`src/rtl/hazard_ctrl.sv`:
```
// hazard_ctrl
//   Pipeline hazard controller for a five-stage in-order core. It decides each
//   cycle whether the PC advances and which pipeline registers hold or get a
//   bubble. There are three hazard sources:
//     - a data-memory wait, which freezes IF/ID/EX/MEM (highest priority)
//     - a taken branch resolved in EX, which flushes IF/ID and ID/EX
//     - a load-use dependency, which inserts one bubble into ID/EX
//   A memory wait that runs too long is abandoned and reported through a
//   sticky error flag. Two saturating counters count stall and flush cycles.
//
//   state    | meaning
//   ---------+----------------------------------------------------------
//   RUN      | normal issue; a memory stall moves to MEM_WAIT
//   MEM_WAIT | waiting on data memory; the wait counter runs here
//
// Ports
//   clk, rst_n                    clock, async active-low reset
//   i_id_rs1, i_id_rs2            source registers of the ID instruction
//   i_id_uses_rs1, i_id_uses_rs2  ID instruction really reads rs1 / rs2
//   i_ex_mem_read, i_ex_rd        EX instruction is a load, and its rd
//   i_ex_branch_taken             EX resolved a taken branch/jump
//   i_mem_req, i_mem_ready        MEM stage access pending / completing
//   o_pc_write                    PC load enable
//   o_ifid_stall, o_ifid_flush    IF/ID hold / bubble
//   o_idex_stall, o_idex_flush    ID/EX hold / bubble
//   o_exmem_stall                 EX/MEM hold
//   o_mem_timeout                 sticky memory-timeout error
//   o_stall_count, o_flush_count  saturating performance counters
module hazard_ctrl #(
  parameter int CNT_W       = 32,
  parameter int MEM_TIMEOUT = 255
) (
  input  logic             clk,
  input  logic             rst_n,
  input  logic [4:0]       i_id_rs1,
  input  logic [4:0]       i_id_rs2,
  input  logic             i_id_uses_rs1,
  input  logic             i_id_uses_rs2,
  input  logic             i_ex_mem_read,
  input  logic [4:0]       i_ex_rd,
  input  logic             i_ex_branch_taken,
  input  logic             i_mem_req,
  input  logic             i_mem_ready,
  output logic             o_pc_write,
  output logic             o_ifid_stall,
  output logic             o_ifid_flush,
  output logic             o_idex_stall,
  output logic             o_idex_flush,
  output logic             o_exmem_stall,
  output logic             o_mem_timeout,
  output logic [CNT_W-1:0] o_stall_count,
  output logic [CNT_W-1:0] o_flush_count
);

  // The wait counter holds the number of MEM_WAIT cycles already completed,
  // so it only ever needs to reach MEM_TIMEOUT-1.
  localparam int WAIT_W = (MEM_TIMEOUT < 2) ? 1 : $clog2(MEM_TIMEOUT);
  localparam logic [WAIT_W-1:0] WAIT_LAST = WAIT_W'(MEM_TIMEOUT - 1);

  typedef enum logic {
    RUN      = 1'b0,
    MEM_WAIT = 1'b1
  } state_t;

  state_t            r_state;
  logic [WAIT_W-1:0] r_wait_cnt;
  logic              r_mem_timeout;
  logic [CNT_W-1:0]  r_stall_count;
  logic [CNT_W-1:0]  r_flush_count;

  logic w_load_use;
  logic w_mem_stall;
  logic w_timeout;
  logic w_freeze;

  assign w_load_use = i_ex_mem_read && (i_ex_rd != 5'd0) &&
                      ((i_id_uses_rs1 && (i_id_rs1 == i_ex_rd)) ||
                       (i_id_uses_rs2 && (i_id_rs2 == i_ex_rd)));

  assign w_mem_stall = i_mem_req && !i_mem_ready;

  // The MEM_TIMEOUT-th MEM_WAIT cycle without ready is the timeout cycle.
  assign w_timeout = (r_state == MEM_WAIT) && w_mem_stall &&
                     (r_wait_cnt == WAIT_LAST);

  // On the timeout cycle the freeze is dropped so the pipeline can move on.
  assign w_freeze = w_mem_stall && !w_timeout;

  always_comb begin
    o_pc_write    = 1'b0;
    o_ifid_stall  = 1'b0;
    o_ifid_flush  = 1'b0;
    o_idex_stall  = 1'b0;
    o_idex_flush  = 1'b0;
    o_exmem_stall = 1'b0;
    if (!rst_n) begin
      // everything held low while in reset
    end else if (w_freeze) begin
      o_ifid_stall  = 1'b1;
      o_idex_stall  = 1'b1;
      o_exmem_stall = 1'b1;
    end else if (i_ex_branch_taken) begin
      o_pc_write   = 1'b1;
      o_ifid_flush = 1'b1;
      o_idex_flush = 1'b1;
    end else if (w_load_use) begin
      o_ifid_stall = 1'b1;
      o_idex_flush = 1'b1;
    end else begin
      o_pc_write = 1'b1;
    end
  end

  always_ff @(posedge clk or negedge rst_n) begin
    if (!rst_n) begin
      r_state       <= RUN;
      r_wait_cnt    <= '0;
      r_mem_timeout <= 1'b0;
      r_stall_count <= '0;
      r_flush_count <= '0;
    end else begin
      case (r_state)
        RUN: begin
          if (w_mem_stall) begin
            r_state    <= MEM_WAIT;
            r_wait_cnt <= '0;
          end
        end
        MEM_WAIT: begin
          if (w_timeout) begin
            r_state       <= RUN;
            r_mem_timeout <= 1'b1;
          end else if (!w_mem_stall) begin
            // ready arrived, or the MEM stage dropped its request
            r_state <= RUN;
          end else begin
            r_wait_cnt <= r_wait_cnt + WAIT_W'(1);
          end
        end
        default: r_state <= RUN;
      endcase

      if (!o_pc_write && (r_stall_count != {CNT_W{1'b1}}))
        r_stall_count <= r_stall_count + CNT_W'(1);

      if ((o_ifid_flush || o_idex_flush) && (r_flush_count != {CNT_W{1'b1}}))
        r_flush_count <= r_flush_count + CNT_W'(1);
    end
  end

  assign o_mem_timeout = r_mem_timeout;
  assign o_stall_count = r_stall_count;
  assign o_flush_count = r_flush_count;

endmodule
```
`config.mk`:
```
export PLATFORM = sky130hd
export DESIGN_NAME = hazard_ctrl
export DESIGN_NICKNAME = d
export VERILOG_FILES = /design/src/rtl/hazard_ctrl.sv
export SDC_FILE = /design/constraint.sdc
export NUM_CORES = 1
export LEC_CHECK = 0
export ABC_AREA = 1
export CAP_MARGIN = 20
export CORE_MARGIN = 3
export CORE_UTILIZATION = 59
export CTS_BUF_LIST = sky130_fd_sc_hd__clkbuf_4 sky130_fd_sc_hd__clkbuf_8
export CTS_CLUSTER_SIZE = 40
export DETAILED_ROUTE_END_ITERATION = 7
export GPL_ROUTABILITY_DRIVEN = 1
export PLACE_DENSITY_LB_ADDON = 0.05
export SYNTH_ARGS = -nofsm -noshare
export SYNTH_HDL_FRONTEND = slang
export SYNTH_SLANG_ARGS = --single-unit
```
`constraint.sdc`:
```
create_clock -name clk -period 3.6 [get_ports clk]
set_input_delay 0.36 -clock clk [delete_from_list [all_inputs] [get_ports clk]]
set_output_delay 0.36 -clock clk [all_outputs]
set_load 0.01 [all_outputs]
```
# ---- Yosys cells after proc, flatten, opt, wreduce, memory -nomap -nowiden
# Cells that the tools add are included.
dict set report classes {
  n_bitwise 1
  n_eq_ne 8
  reduce_logical 18
  n_mux 23
  n_addsub 3
}
# op count
set ops {}
lappend ops {{32-bit by 1-bit adder with 32-bit output (second input constant)} 2}
lappend ops {{32-bit != test (second input constant)} 2}
lappend ops {{8-bit 2-to-1 mux} 3}
lappend ops {{1-bit 2-to-1 mux} 18}
lappend ops {{8-bit case mux with 2 select lines} 1}
lappend ops {{5-bit == test} 2}
lappend ops {{1-bit logical AND} 10}
lappend ops {{8-bit by 1-bit adder with 8-bit output (second input constant)} 1}
lappend ops {{8-bit == test (second input constant)} 1}
lappend ops {{5-bit nonzero test} 1}
lappend ops {{2-bit != test (second input constant)} 2}
lappend ops {{1-bit logical NOT} 3}
lappend ops {{3-bit AND reduction} 1}
lappend ops {{1-bit logical OR} 2}
lappend ops {{2-bit by 1-bit != test with 1-bit output (second input constant)} 1}
lappend ops {{1-bit case mux with 2 select lines} 1}
lappend ops {{2-bit AND reduction} 1}
lappend ops {{1-bit inverter} 1}
dict set report word_totals {
  input_bits 23
  reg_bits 74
  out_inout_bits 71
  elab_cells 58
}

# ---- Depth between registers and ports, before layout
dict set report depth {
  ltp_word 10
  mapped_depth 14
  mapped_depth_nobuf 13
}

# ---- Worst setup path before layout
# No wires, ideal clock.
dict set report synth_timing {
  kind {register to output}
  from {register r_wait_cnt[0]}
  to {output o_pc_write}
  t_arrival_ns 1.524
  t_required_ns 3.240
  stages_incl_launch_ff 12
  path_slack_ns 1.716
  n_path_buf 1
  cell_sequence {dfrtp_1 inv_1 ha_1 nand2_1 nor2_1 nand2_2 nand2_4 inv_4 nor2_4 nand2_1 buf_2 inv_1}
}
dict set report synth_via {
  elab_chain_len 6
}
# element line_no
set synth_lines {}
lappend synth_lines {{start: declaration} 66} ;# logic [WAIT_W-1:0] r_wait_cnt;
lappend synth_lines {{start signal: assignment} 137} ;# r_wait_cnt <= r_wait_cnt + WAIT_W'(1);
lappend synth_lines {{8-bit == test} 84} ;# (r_wait_cnt == WAIT_LAST);
lappend synth_lines {{1-bit logical AND} 83} ;# assign w_timeout = (r_state == MEM_WAIT) && w_mem_stall &&
lappend synth_lines {{1-bit logical NOT} 87} ;# assign w_freeze = w_mem_stall && !w_timeout;
lappend synth_lines {{1-bit logical AND} 87}
lappend synth_lines {{1-bit 2-to-1 mux} 98} ;# end else if (w_freeze) begin
lappend synth_lines {{1-bit 2-to-1 mux} 96} ;# if (!rst_n) begin
lappend synth_lines {{end: declaration} 44} ;# output logic o_pc_write,
# No other way between the ends.

# ---- Worst setup path in the final report
dict set report layout_timing {
  from {register r_wait_cnt[0]}
  to {output o_idex_flush}
}
dict set report layout_via {
  elab_chain_len 6
}
# element line_no
set layout_lines {}
lappend layout_lines {{8-bit == test} 84}
lappend layout_lines {{1-bit logical AND} 83}
lappend layout_lines {{1-bit logical NOT} 87}
lappend layout_lines {{1-bit logical AND} 87}
lappend layout_lines {{1-bit 2-to-1 mux} 98}
lappend layout_lines {{1-bit 2-to-1 mux} 96}
lappend layout_lines {{end: declaration} 48} ;# output logic o_idex_flush,
# No other way between the ends.

==> results.yml <==
outcome:
  status: "finished, final reports clean"
layout:
  utilization_pct: 76.4
  n_antenna_cell: 0
  drive_above_1_share_pct: 5.25
  regArea_sq_um: 1850
  multi_input_area_sq_um: 2920
  nets: 898
  final_cell_mix: "nand2_1, clkdlybuf4s50_1, nor2_1"
  synthToLayoutAreaGrowth_pct: 23.5
  fin_area_sq_um: 6370
  fillers: 649
  mostFrequentLayoutCell: "nand2_1"
  stdcell_count: 981
floorplan:
  die_x_um: 99.5
  initial_utilization_pct: 61.8
  dieArea_sq_um: 9900
  core-area_sq_um: 8340
  io_pins: 94
  die_h_um: 99.5
  fp-row-count: 33
synth:
  syn_nets: 808
  synth.distinct_cells: 35
  synth_top_family_by_area: "simple AND/OR/NAND/NOR gates"
  synthAdderAreaFrac_pct: 0.971
  ys_warn_count: 0
  synthMuxAreaShare_pct: 0
  netlist_instances: 781
  synth_xor_area_share_pct: 6.12
  synth_seq_cells: 74
  syn_area_sq_um: 5160
  synth_top_area_cell: "dfrtp_1"
  syn_area_per_cell_sq_um: 6.60
  yosysTopAreaCellShare_pct: 35.9
  synth_compound_area_share_pct: 1.21
  synthSimpleGateAreaFrac_pct: 48.3
  synth_seq_area_share_pct: 35.9
  synth_top_cells_by_area: "dfrtp_1, nand2_1, nand3_1"
pwr:
  cellPowerDensity_nw_per_um2: 336
  p_total_mw: 2.14
  p_leak_nw: 3.08
  ir_drop_mv: 0.231
clocking:
  cts_tree: "yes"
  clkLatencyLatePin_ps: 350
  holdBufCountCts: 0
  cts_htree_levels: 3
  path_clk_slew_ps: 80
  cts_buffers: 9
  post_cts_resized: 0
  cts_max_path_buffers: 2
  cts_sinks: 74
  clockRootBuffer: "clkbuf_8"
  postCtsSetupBuffers: 0
sta:
  rsz0062_at_grt: "false"
  slew_headroom_pct: 38.1
  tns_ps: 0
  fin_ws_ps: 576
  skew_ps: 7.77
  timing.hold.ws_ps: 270
  min_period_ps: 3020
  max_freq_mhz: 331
  report.final.hold_viol_count: 0
  finalSetupViolCount: 0
  finalMaxSlewViolations: 0
  timing.final.crit_share_pct: 84.0
  tightest_slew_ps: 928
critical_path:
  slowest_delay_ps: 620
  worstPathMaxFanout: 21
  end_kind: "output port"
  path_cells: "inv_1 > ha_1 > nand2_1 > nor2_1 > nand2_2 > nand2_4 > inv_4 > nor2_4 > nand3_1 > nand2_2 > clkdlybuf4s50_1"
  cpMostUsedCell: "nand2_2"
  critPathTopFamily: "simple AND/OR/NAND/NOR gates"
  crit_arrival_ps: 2660
  slowest_stage: "clkdlybuf4s50_1"
  crit_path_start_kind: "register"
  path_buf_inv: 3
  required_ps: 3240
  critPathKind: "register to output port"
detailed_routing:
  drt_iter0_markers: 258
  vias: 5403
  wire_per_inst_um: 14.3
  drc: 0
  ant_nets: 0
  drt_first_pass_iters: 5
  vias_per_cell: 5.51
  wl_um: 14100
placement:
  placed_cell_area_sq_um: 6120
  dp_hpwl_um: 10400
  port_buffers: 93
  gp_congestion: 1.03
  place_worst_setup_slack_ps: 762
  dp_cells: 965
global_routing:
  grt_pass1_vias: 5181
  grt_first_pass_wirelength_um: 23700
  grt-ovfl-total: 0
  track_usage_pct: 29.3
  antenna_found_initial: 0
  grt_max_degree: 75
job:
  drv_cap: 0
hold_path:
  hp-class: "input port to async pin"
-- logic make-up (layout without fill, tap and decap cells) --
family | after synthesis | count (layout)
DFF | 74 | 74
AOI/OAI and AO/OA | 11 | 11
adders and majority gates | 4 | 4
and+or+nand+nor | 569 | 569
buffers and inverters | 87 | 182
xor gates and xnor gates | 36 | 36
-- path summary, 6_finish.rpt --
check | slack (ps) | from | to | depth (start not counted)
max in group asynchronous | 2750 | rst_n | o_stall_count[14] | 2
hold / removal | 270 | rst_n | o_flush_count[14] | 2
setup reg to reg | 1050 | r_wait_cnt[0] | o_flush_count[10] | 13
hold reg to reg | 480 | o_mem_timeout | o_mem_timeout | 1
min in group clk | 480 | o_mem_timeout | o_mem_timeout | 1
setup / recovery | 580 | r_wait_cnt[0] | o_idex_flush | 11
-- where the power goes --
part | internal [mW] | switching [mW]
clock | 0.471 | 0.332
combinational | 0.177 | 0.193
sequential | 0.882 | 0.0854
total | 1.53 | 0.610
-- cell type report --
cell class	instances	area share, %
flip-flops and latches	74	29.1
clock buffers	10	2.06
clock inverters	6	1.79
inverters	68	4.05
repair buffers	98	15.2
well taps	105	2.06
multi-input cells	620	45.8
-- worst reg2reg max path: cells and delay by family, from the launching register on --
kind                       cells  cell delay, ps
buffers and inverters          2             180
adders and majority gates      1             160
and+or+nand+nor               10            1700
DFF                            1             400
-- cells in the mapped netlist, drive strengths merged --
library cell / count
a21oi: 5
a31o: 1
and3: 1
and3b: 1
buf: 15
clkbuf: 4
dfrtp: 74
ha: 4
inv: 68
nand2: 337
nand3: 88
nand3b: 12
nand4: 13
nor2: 92
nor3: 24
nor3b: 1
o21ai: 3
o21bai: 1
o22ai: 1
xnor2: 10
xor2: 26
-- state kept, by name, indices dropped and copies added, names as in the netlist --
signal / flops
o_mem_timeout: 1
r_wait_cnt: 8
o_stall_count: 32
o_flush_count: 32
r_state: 1
-- layer usage --
layer  routed length (um)  vias up  share of wire [%]  track usage (%)
met5                    0        -                  0                0
met3                  983       51                7.0             4.63
met1                 5780     2469                 41             36.3
li1                     -     2645                  -                -
met4                  596        0                4.2             14.9
met2                 6700      238                 48             49.4
No activity file was read; power rests on OpenSTA's default activity.
